`config.mk`:
```
export PLATFORM = sky130hd
export DESIGN_NAME = ps2_host_tx
export DESIGN_NICKNAME = d
export VERILOG_FILES = /design/src/rtl/ps2_host_tx.sv
export SDC_FILE = /design/constraint.sdc
export NUM_CORES = 1
export LEC_CHECK = 0
export CAP_MARGIN = 20
export CORE_ASPECT_RATIO = 0.8
export CORE_MARGIN = 10
export CORE_UTILIZATION = 60
export CTS_CLUSTER_DIAMETER = 30
export DETAILED_ROUTE_END_ITERATION = 10
export DONT_BUFFER_PORTS = 1
export HOLD_SLACK_MARGIN = 0.03
export MAX_ROUTING_LAYER = met4
export PLACE_DENSITY = 0.76
export SKIP_LAST_GASP = 1
export SLEW_MARGIN = 40
export SYNTH_ARGS = -nofsm -noshare
export SYNTH_HDL_FRONTEND = slang
export SYNTH_SLANG_ARGS = --single-unit
```
`constraint.sdc`:
```
create_clock -name CLOCK_50 -period 5.35 [get_ports CLOCK_50]
set_clock_uncertainty 0.2 [all_clocks]
set_input_delay 1.07 -clock CLOCK_50 [delete_from_list [all_inputs] [get_ports CLOCK_50]]
set_output_delay 1.07 -clock CLOCK_50 [all_outputs]
set_load 0.05 [all_outputs]
```
`src/rtl/ps2_host_tx.sv`:
```
// ps2_host_tx: host-to-device PS/2 command transmitter.
// Sends one byte as an 11-bit device-clocked frame and checks the device ACK.
// The PS/2 lines are only ever pulled low through the *_oe enables.
module ps2_host_tx #(
   parameter int unsigned INHIBIT_CYCLES = 5000,
   parameter int unsigned START_TIMEOUT  = 750000,
   parameter int unsigned XFER_TIMEOUT   = 100000
) (
   input  logic       CLOCK_50,
   input  logic       resetn,
   input  logic [7:0] cmd_data,
   input  logic       cmd_valid,
   output logic       cmd_ready,
   input  logic       ps2_clk_in,
   input  logic       ps2_dat_in,
   output logic       ps2_clk_oe,
   output logic       ps2_dat_oe,
   output logic       tx_busy,
   output logic       tx_done,
   output logic       tx_error
);

   localparam int unsigned WAIT_MAX = (INHIBIT_CYCLES > START_TIMEOUT) ? INHIBIT_CYCLES : START_TIMEOUT;
   localparam int unsigned CNT_W    = $clog2(WAIT_MAX + 1);
   localparam int unsigned XCNT_W   = $clog2(XFER_TIMEOUT + 1);
   localparam int unsigned FRAME_W  = 10;
   localparam int unsigned IDX_W    = 4;

   typedef enum logic [3:0] {
      S_IDLE,
      S_INHIBIT,
      S_RTS,
      S_WAIT_FIRST,
      S_SHIFT,
      S_ACK,
      S_WAIT_IDLE,
      S_DONE,
      S_ERROR
   } state_t;

   state_t               state, state_d;
   logic [CNT_W-1:0]     cnt, cnt_d;
   logic [XCNT_W-1:0]    xcnt, xcnt_d;
   logic [IDX_W-1:0]     idx, idx_d;
   logic [FRAME_W-1:0]   frame, frame_d;
   logic                 dat_oe_d;

   logic clk_s1, clk_s2, clk_q;
   logic dat_s1, dat_s2;
   logic fall;
   logic xfer_exp;

   // Two-flop synchronizers for both lines plus a delayed clock copy for edge detection.
   // Reset to the idle-high level so no false edge appears after reset.
   always_ff @(posedge CLOCK_50 or negedge resetn) begin
      if (!resetn) begin
         clk_s1 <= 1'b1;
         clk_s2 <= 1'b1;
         clk_q  <= 1'b1;
         dat_s1 <= 1'b1;
         dat_s2 <= 1'b1;
      end else begin
         clk_s1 <= ps2_clk_in;
         clk_s2 <= clk_s1;
         clk_q  <= clk_s2;
         dat_s1 <= ps2_dat_in;
         dat_s2 <= dat_s1;
      end
   end

   assign fall     = clk_q & ~clk_s2;
   assign xfer_exp = (xcnt == XCNT_W'(XFER_TIMEOUT - 1));

   // Next-state, counters and next data-line enable.
   always_comb begin
      state_d  = state;
      cnt_d    = cnt;
      xcnt_d   = xcnt;
      idx_d    = idx;
      frame_d  = frame;
      dat_oe_d = ps2_dat_oe;
      case (state)
         S_IDLE: begin
            if (cmd_valid) begin
               frame_d = {1'b1, ~^cmd_data, cmd_data};
               cnt_d   = '0;
               state_d = S_INHIBIT;
            end
         end
         S_INHIBIT: begin
            cnt_d = cnt + CNT_W'(1);
            if (cnt == CNT_W'(INHIBIT_CYCLES - 1)) begin
               dat_oe_d = 1'b1;
               state_d  = S_RTS;
            end
         end
         S_RTS: begin
            cnt_d   = '0;
            state_d = S_WAIT_FIRST;
         end
         S_WAIT_FIRST: begin
            cnt_d = cnt + CNT_W'(1);
            if (fall) begin
               dat_oe_d = ~frame[0];
               idx_d    = IDX_W'(1);
               xcnt_d   = '0;
               state_d  = S_SHIFT;
            end else if (cnt == CNT_W'(START_TIMEOUT - 1)) begin
               state_d = S_ERROR;
            end
         end
         S_SHIFT: begin
            xcnt_d = xcnt + XCNT_W'(1);
            if (xfer_exp) begin
               state_d = S_ERROR;
            end else if (fall) begin
               dat_oe_d = ~frame[idx];
               idx_d    = idx + IDX_W'(1);
               if (idx == IDX_W'(FRAME_W - 1)) state_d = S_ACK;
            end
         end
         S_ACK: begin
            xcnt_d = xcnt + XCNT_W'(1);
            if (xfer_exp)  state_d = S_ERROR;
            else if (fall) state_d = dat_s2 ? S_ERROR : S_WAIT_IDLE;
         end
         S_WAIT_IDLE: begin
            xcnt_d = xcnt + XCNT_W'(1);
            if (xfer_exp)              state_d = S_ERROR;
            else if (clk_s2 && dat_s2) state_d = S_DONE;
         end
         S_DONE:  state_d = S_IDLE;
         S_ERROR: state_d = S_IDLE;
         default: state_d = S_IDLE;
      endcase
      // Data line is only ever pulled from request-to-send until the stop bit.
      if (state_d != S_RTS && state_d != S_WAIT_FIRST && state_d != S_SHIFT) dat_oe_d = 1'b0;
   end

   // State, datapath and registered outputs; async reset releases both lines at once.
   always_ff @(posedge CLOCK_50 or negedge resetn) begin
      if (!resetn) begin
         state      <= S_IDLE;
         cnt        <= '0;
         xcnt       <= '0;
         idx        <= '0;
         frame      <= '0;
         ps2_clk_oe <= 1'b0;
         ps2_dat_oe <= 1'b0;
         tx_busy    <= 1'b0;
         tx_done    <= 1'b0;
         tx_error   <= 1'b0;
         cmd_ready  <= 1'b1;
      end else begin
         state      <= state_d;
         cnt        <= cnt_d;
         xcnt       <= xcnt_d;
         idx        <= idx_d;
         frame      <= frame_d;
         ps2_clk_oe <= (state_d == S_INHIBIT) || (state_d == S_RTS);
         ps2_dat_oe <= dat_oe_d;
         tx_busy    <= (state_d != S_IDLE);
         tx_done    <= (state_d == S_DONE);
         tx_error   <= (state_d == S_ERROR);
         cmd_ready  <= (state_d == S_IDLE);
      end
   end

endmodule

```
# Yosys cells after proc, flatten, opt, wreduce, memory -nomap -nowiden
# Index checks and enable logic that the tools add are counted.
# word_totals
elab_cells,97
reg_bits,66
input_bits,13
# op_classes
eq_ne,25
n_reduce_logical,19
n_bitwise,4
mux,29
add_sub_neg,3
n_lt_le_gt_ge,1
# ops
cell,n
two-way mux 4 bit,15
one-hot mux 20 bit (3 select lines),1
one-hot mux 17 bit (2 select lines),1
one-hot mux 4 bit (7 select lines),1
adder 20 x 1 -> 20 bit (second input constant),1
== test 20 x 13 -> 1 bit (second input constant),1
== test 20 bit (second input constant),1
two-way mux 20 bit,1
adder 17 x 1 -> 17 bit (second input constant),1
== test 17 bit (second input constant),1
two-way mux 17 bit,1
== test 4 x 3 -> 1 bit (second input constant),4
== test 4 x 2 -> 1 bit (second input constant),3
!= test 3 bit (second input constant),4
== test 4 x 1 -> 1 bit (second input constant),2
== test 4 bit (second input constant),2
logical NOT 4 bit,2
!= test 2 bit (second input constant),4
!= test 4 x 2 -> 1 bit (second input constant),2
one-hot mux 4 bit (2 select lines),1
nonzero test 4 bit,2
XNOR reduction 8 bit,1
two-way mux 1 bit,6
AND reduction 2 bit,3
15 further kinds,20

# Longest topological paths before layout
# logic_depth
depth_word,10
ltp_mapped,8
ltp_nobuf,8

# Worst setup path before layout
# OpenSTA, ideal clock, no wires.
# synth_timing
kind,input -> register
from,input port cmd_valid
to,register cnt[15]
setup_time_ps,132
required_ps,5018
stages,5
path_buffers,0
slack_ps,2972
t_arrival_ps,2046
cell_sequence,o31ai_1 > nor3_1 > nand4_1 > xor2_1 > nor2_1
# synth_between
elab_chain_cells,2
# synth_lines
item,line_no,rtl
"start, declared",12,"input logic cmd_valid,"
!= test 2 bit (no source line),n/a,
AND reduction 2 bit (no source line),n/a,
"end signal, assigned",156,cnt <= cnt_d;
"end, declared",42,"logic [CNT_W-1:0] cnt, cnt_d;"
# Every way passes these cells.
# A chain may end at the register's enable or synchronous reset.

# Final worst setup path
# layout_timing
from,register state[0]
to,register tx_busy
# layout_between
elab_chain_cells,5
# layout_lines
item,line_no,rtl
"start, declared",41,"state_t state, state_d;"
"start signal, assigned",155,state <= state_d;
two-way mux 4 bit,119,if (idx == IDX_W'(FRAME_W - 1)) state_d = S_ACK;
two-way mux 4 bit,116,end else if (fall) begin
two-way mux 4 bit,114,if (xfer_exp) begin
one-hot mux 4 bit (7 select lines) (*),82,case (state)
nonzero test 4 bit (*),162,tx_busy <= (state_d != S_IDLE);
"end signal, assigned",162,
"end, declared",18,"output logic tx_busy,"
# Every way passes the cells marked *; elsewhere a longest branch is shown, timed or not.

==> flow_summary.json <==
{
  "use_met2_pct": 23.0,
  "start_util_pct": 62.2,
  "crit_family": "simple AND/OR/NAND/NOR gates",
  "endpoint_kind": "flop",
  "synth_area_sq_um": 3420,
  "vdd_drop_max_v": 0.000176,
  "finalWirelength_um": 6960,
  "crit_path_start": "state[0]",
  "routedWlPerCell_um": 16.1,
  "synth-xor-area-share_pct": 5.13,
  "period_minus_slack_ns": 2.64,
  "async_flop_share_pct": 100,
  "critical_path.cell_chain": "inv_1 > nor3_1 > nand3_1 > nand3b_1 > or3_1",
  "yosysTopAreaCell": "dfrtp_1",
  "cp.required_ns": 5.43,
  "fin_nets": 366,
  "setup_ws_ns": 2.71,
  "port_buffers": 0,
  "reg2reg_to": "tx_busy",
  "hold_buffers": 0,
  "die_w_um": 104,
  "muxShareOfSynthArea_pct": 6.01,
  "synth_top_family_by_area": "simple AND/OR/NAND/NOR gates",
  "ys_seq_area_share_pct": 48.6,
  "syn_nets": 364,
  "post_synth_num_cell_types": 53,
  "htree_levels": 3,
  "p_leak_nw": 1.59,
  "dp_hpwl_um": 4900,
  "clk_pin_slew_ns": 0.07,
  "clk_latency_ns": 0.34,
  "setup_viol_count_final": 0,
  "drv_slew": 0,
  "synthesis.instances": 347,
  "crit_arrival_ns": 2.72,
  "crit_path_max_fanout": 14,
  "pin_count": 19,
  "rr_startpoint": "state[0]",
  "worstSetupStartpointType": "flop",
  "synth_compound_area_share_pct": 13.1,
  "area_growth_pct": 7.84,
  "drtIter0Drc": 239,
  "finalHoldViolCount": 0,
  "cts_setup_buffers": 0,
  "maxCapViolCount": 0,
  "max-slew-margin-rel_pct": 48.6,
  "mostFrequentLayoutCell": "dfrtp_1",
  "fin_cells": 432,
  "cts_resized": 0,
  "hold_slack_ns": 0.157,
  "synthAdderAreaFrac_pct": 1.46,
  "p_per_area_nw_per_um2": 254,
  "final_cell_mix": "dfrtp_1, nand2_1, o21ai_0",
  "syn_avg_cell_area_sq_um": 9.85,
  "rr_worst_depth": 5,
  "grt.met3_usage_pct": 5.40,
  "dr.pass1.iters": 4,
  "vias": 2589,
  "hp-class": "flop to flop",
  "worst_slew_pin_slew_ns": 0.764,
  "grt_pass1_wl_um": 12000,
  "detail_route.vias_per_cell": 5.99,
  "grt_max_degree": 67,
  "clock-sinks": 66,
  "cts_buffers": 9,
  "endpoint": "tx_busy",
  "synth_top_area_share_pct": 43.9,
  "grt_use_total_pct": 16.6,
  "synthFlopType": "dfrtp_1",
  "top_usage_layer": "met2",
  "status": "completed",
  "core_area_sq_um": 5500,
  "gp_congestion": 0.922,
  "grtUsageMet1_pct": 22.5,
  "synth_top_cells_by_area": "dfrtp_1, o21ai_0, dfstp_2",
  "fp-row-count": 24,
  "die_y_um": 87.5,
  "antenna_found_initial": 0,
  "grt_overflow": 0,
  "finalCritPeriodShare_pct": 49.3,
  "synth_simple_gate_area_share_pct": 24.3,
  "drcViolationCount": 0,
  "rsz0062_at_grt": "no",
  "placed_cells": 416,
  "synth_edf_count": 0,
  "synth_seq_cells": 66,
  "critPathKind": "flop to flop",
  "r2r_slack_ns": 2.71,
  "clockBufferDepth": 2,
  "postRouteAntennaNets": 0,
  "pre_cts_ws_ns": 2.68,
  "grt_pass1_vias": 2467,
  "synth_warnings": 0,
  "fmax_mhz": 379,
  "path_buf_inv": 1,
  "slowest_stage": "nor3_1",
  "dieArea_sq_um": 9130,
  "slowest_delay_ns": 0.63,
  "cts_tree": "done",
  "nFillCells": 454,
  "antenna_cells": 0,
  "tns_ns": 0,
  "root_buffer": "clkbuf_8",
  "path_depth": 5,
  "drive_gt1_share_pct": 12.4
}
layout make-up:
class | count | area (sq um) | share of cell area, %
Sequential cell | 66 | 1660 | 45.0
Inverter | 4 | 15.0 | 0.407
Tap cell | 78 | 97.6 | 2.65
Clock inverter | 6 | 66.3 | 1.80
Clock buffer | 10 | 138 | 3.74
Multi-Input combinational cell | 268 | 1710 | 46.4
synthesized netlist by cell type (all sizes together), types with 2 or more instances:
cell type  number
a21oi          11
a22o            2
a22oi           2
a31oi           5
and2            3
and3            3
and4            6
and4b           2
and4bb          2
buf             2
clkbuf          7
dfrtp          60
dfstp           6
ha              4
inv             4
mux2           10
mux2i           7
nand2          41
nand2b          8
nand3          22
nand4          12
nand4b          2
nor2           30
nor2b           4
nor3            8
nor4            4
o21ai          32
o221ai          2
o31a            2
o31ai           5
or3             3
xnor2           9
xor2           11
routing by layer:
metal | up-vias | routed length, um
li1 | 1276 | -
met1 | 1229 | 3380
met2 | 74 | 3030
met3 | 10 | 483
met4 | 0 | 65
met5 | - | 0
power by group:
group          switching (mW)  internal [mW]
registers             0.00125          0.502
logic                 0.00641        0.00696
clock network           0.193          0.227
total                   0.201          0.737
registers in the layout, summed over array words and instances, names as in the netlist:
signal and cells:
tx_done 1, clk_s1 1, tx_busy 1, ps2_dat_oe 1
tx_error 1, cmd_ready 1, clk_q 1, ps2_clk_oe 1
xcnt 17, frame 10, state 4, cnt 20
clk_s2 1, dat_s1 1, dat_s2 1, idx 4
worst register-to-register path, stage by stage, from the launching register on:
cell and delay (ns):
dfrtp_1 0.61, inv_1 0.13, nor3_1 0.63, nand3_1 0.53
nand3b_1 0.34, or3_1 0.14
kinds of logic (layout without fill, tap and decap cells):
logic type / Yosys count / count (layout)
AO/OA/AOI/OAI: 71 / 71
XOR/XNOR: 20 / 20
adder cells (fa/ha/maj): 4 / 4
buffers and inverters: 13 / 20
flip-flops: 66 / 66
multiplexers: 18 / 18
AND/OR/NAND/NOR: 155 / 155
worst min-delay path by stage:
stage	startpoint	endpoint	cells past startpoint
finish	dat_s1	dat_s2	0
global route	dat_s1	dat_s2	0
CTS	dat_s1	dat_s2	0
detailed placement	dat_s1	dat_s2	0
global placement	dat_s1	dat_s2	0
floorplan	clk_s1	clk_s2	0
stage by stage:
stage / utilization, % / power [mW] / area (sq um)
after floorplan: - / 0.525 / 3420
after global placement: 63.3 / 0.526 / 3480
after detailed placement: 63.3 / 0.526 / 3480
after CTS: 67.1 / 0.950 / 3680
after global routing: 67.1 / 0.974 / 3680
final: 67.1 / 0.937 / 3680
Note: power is estimated with default switching activity, not from simulation.
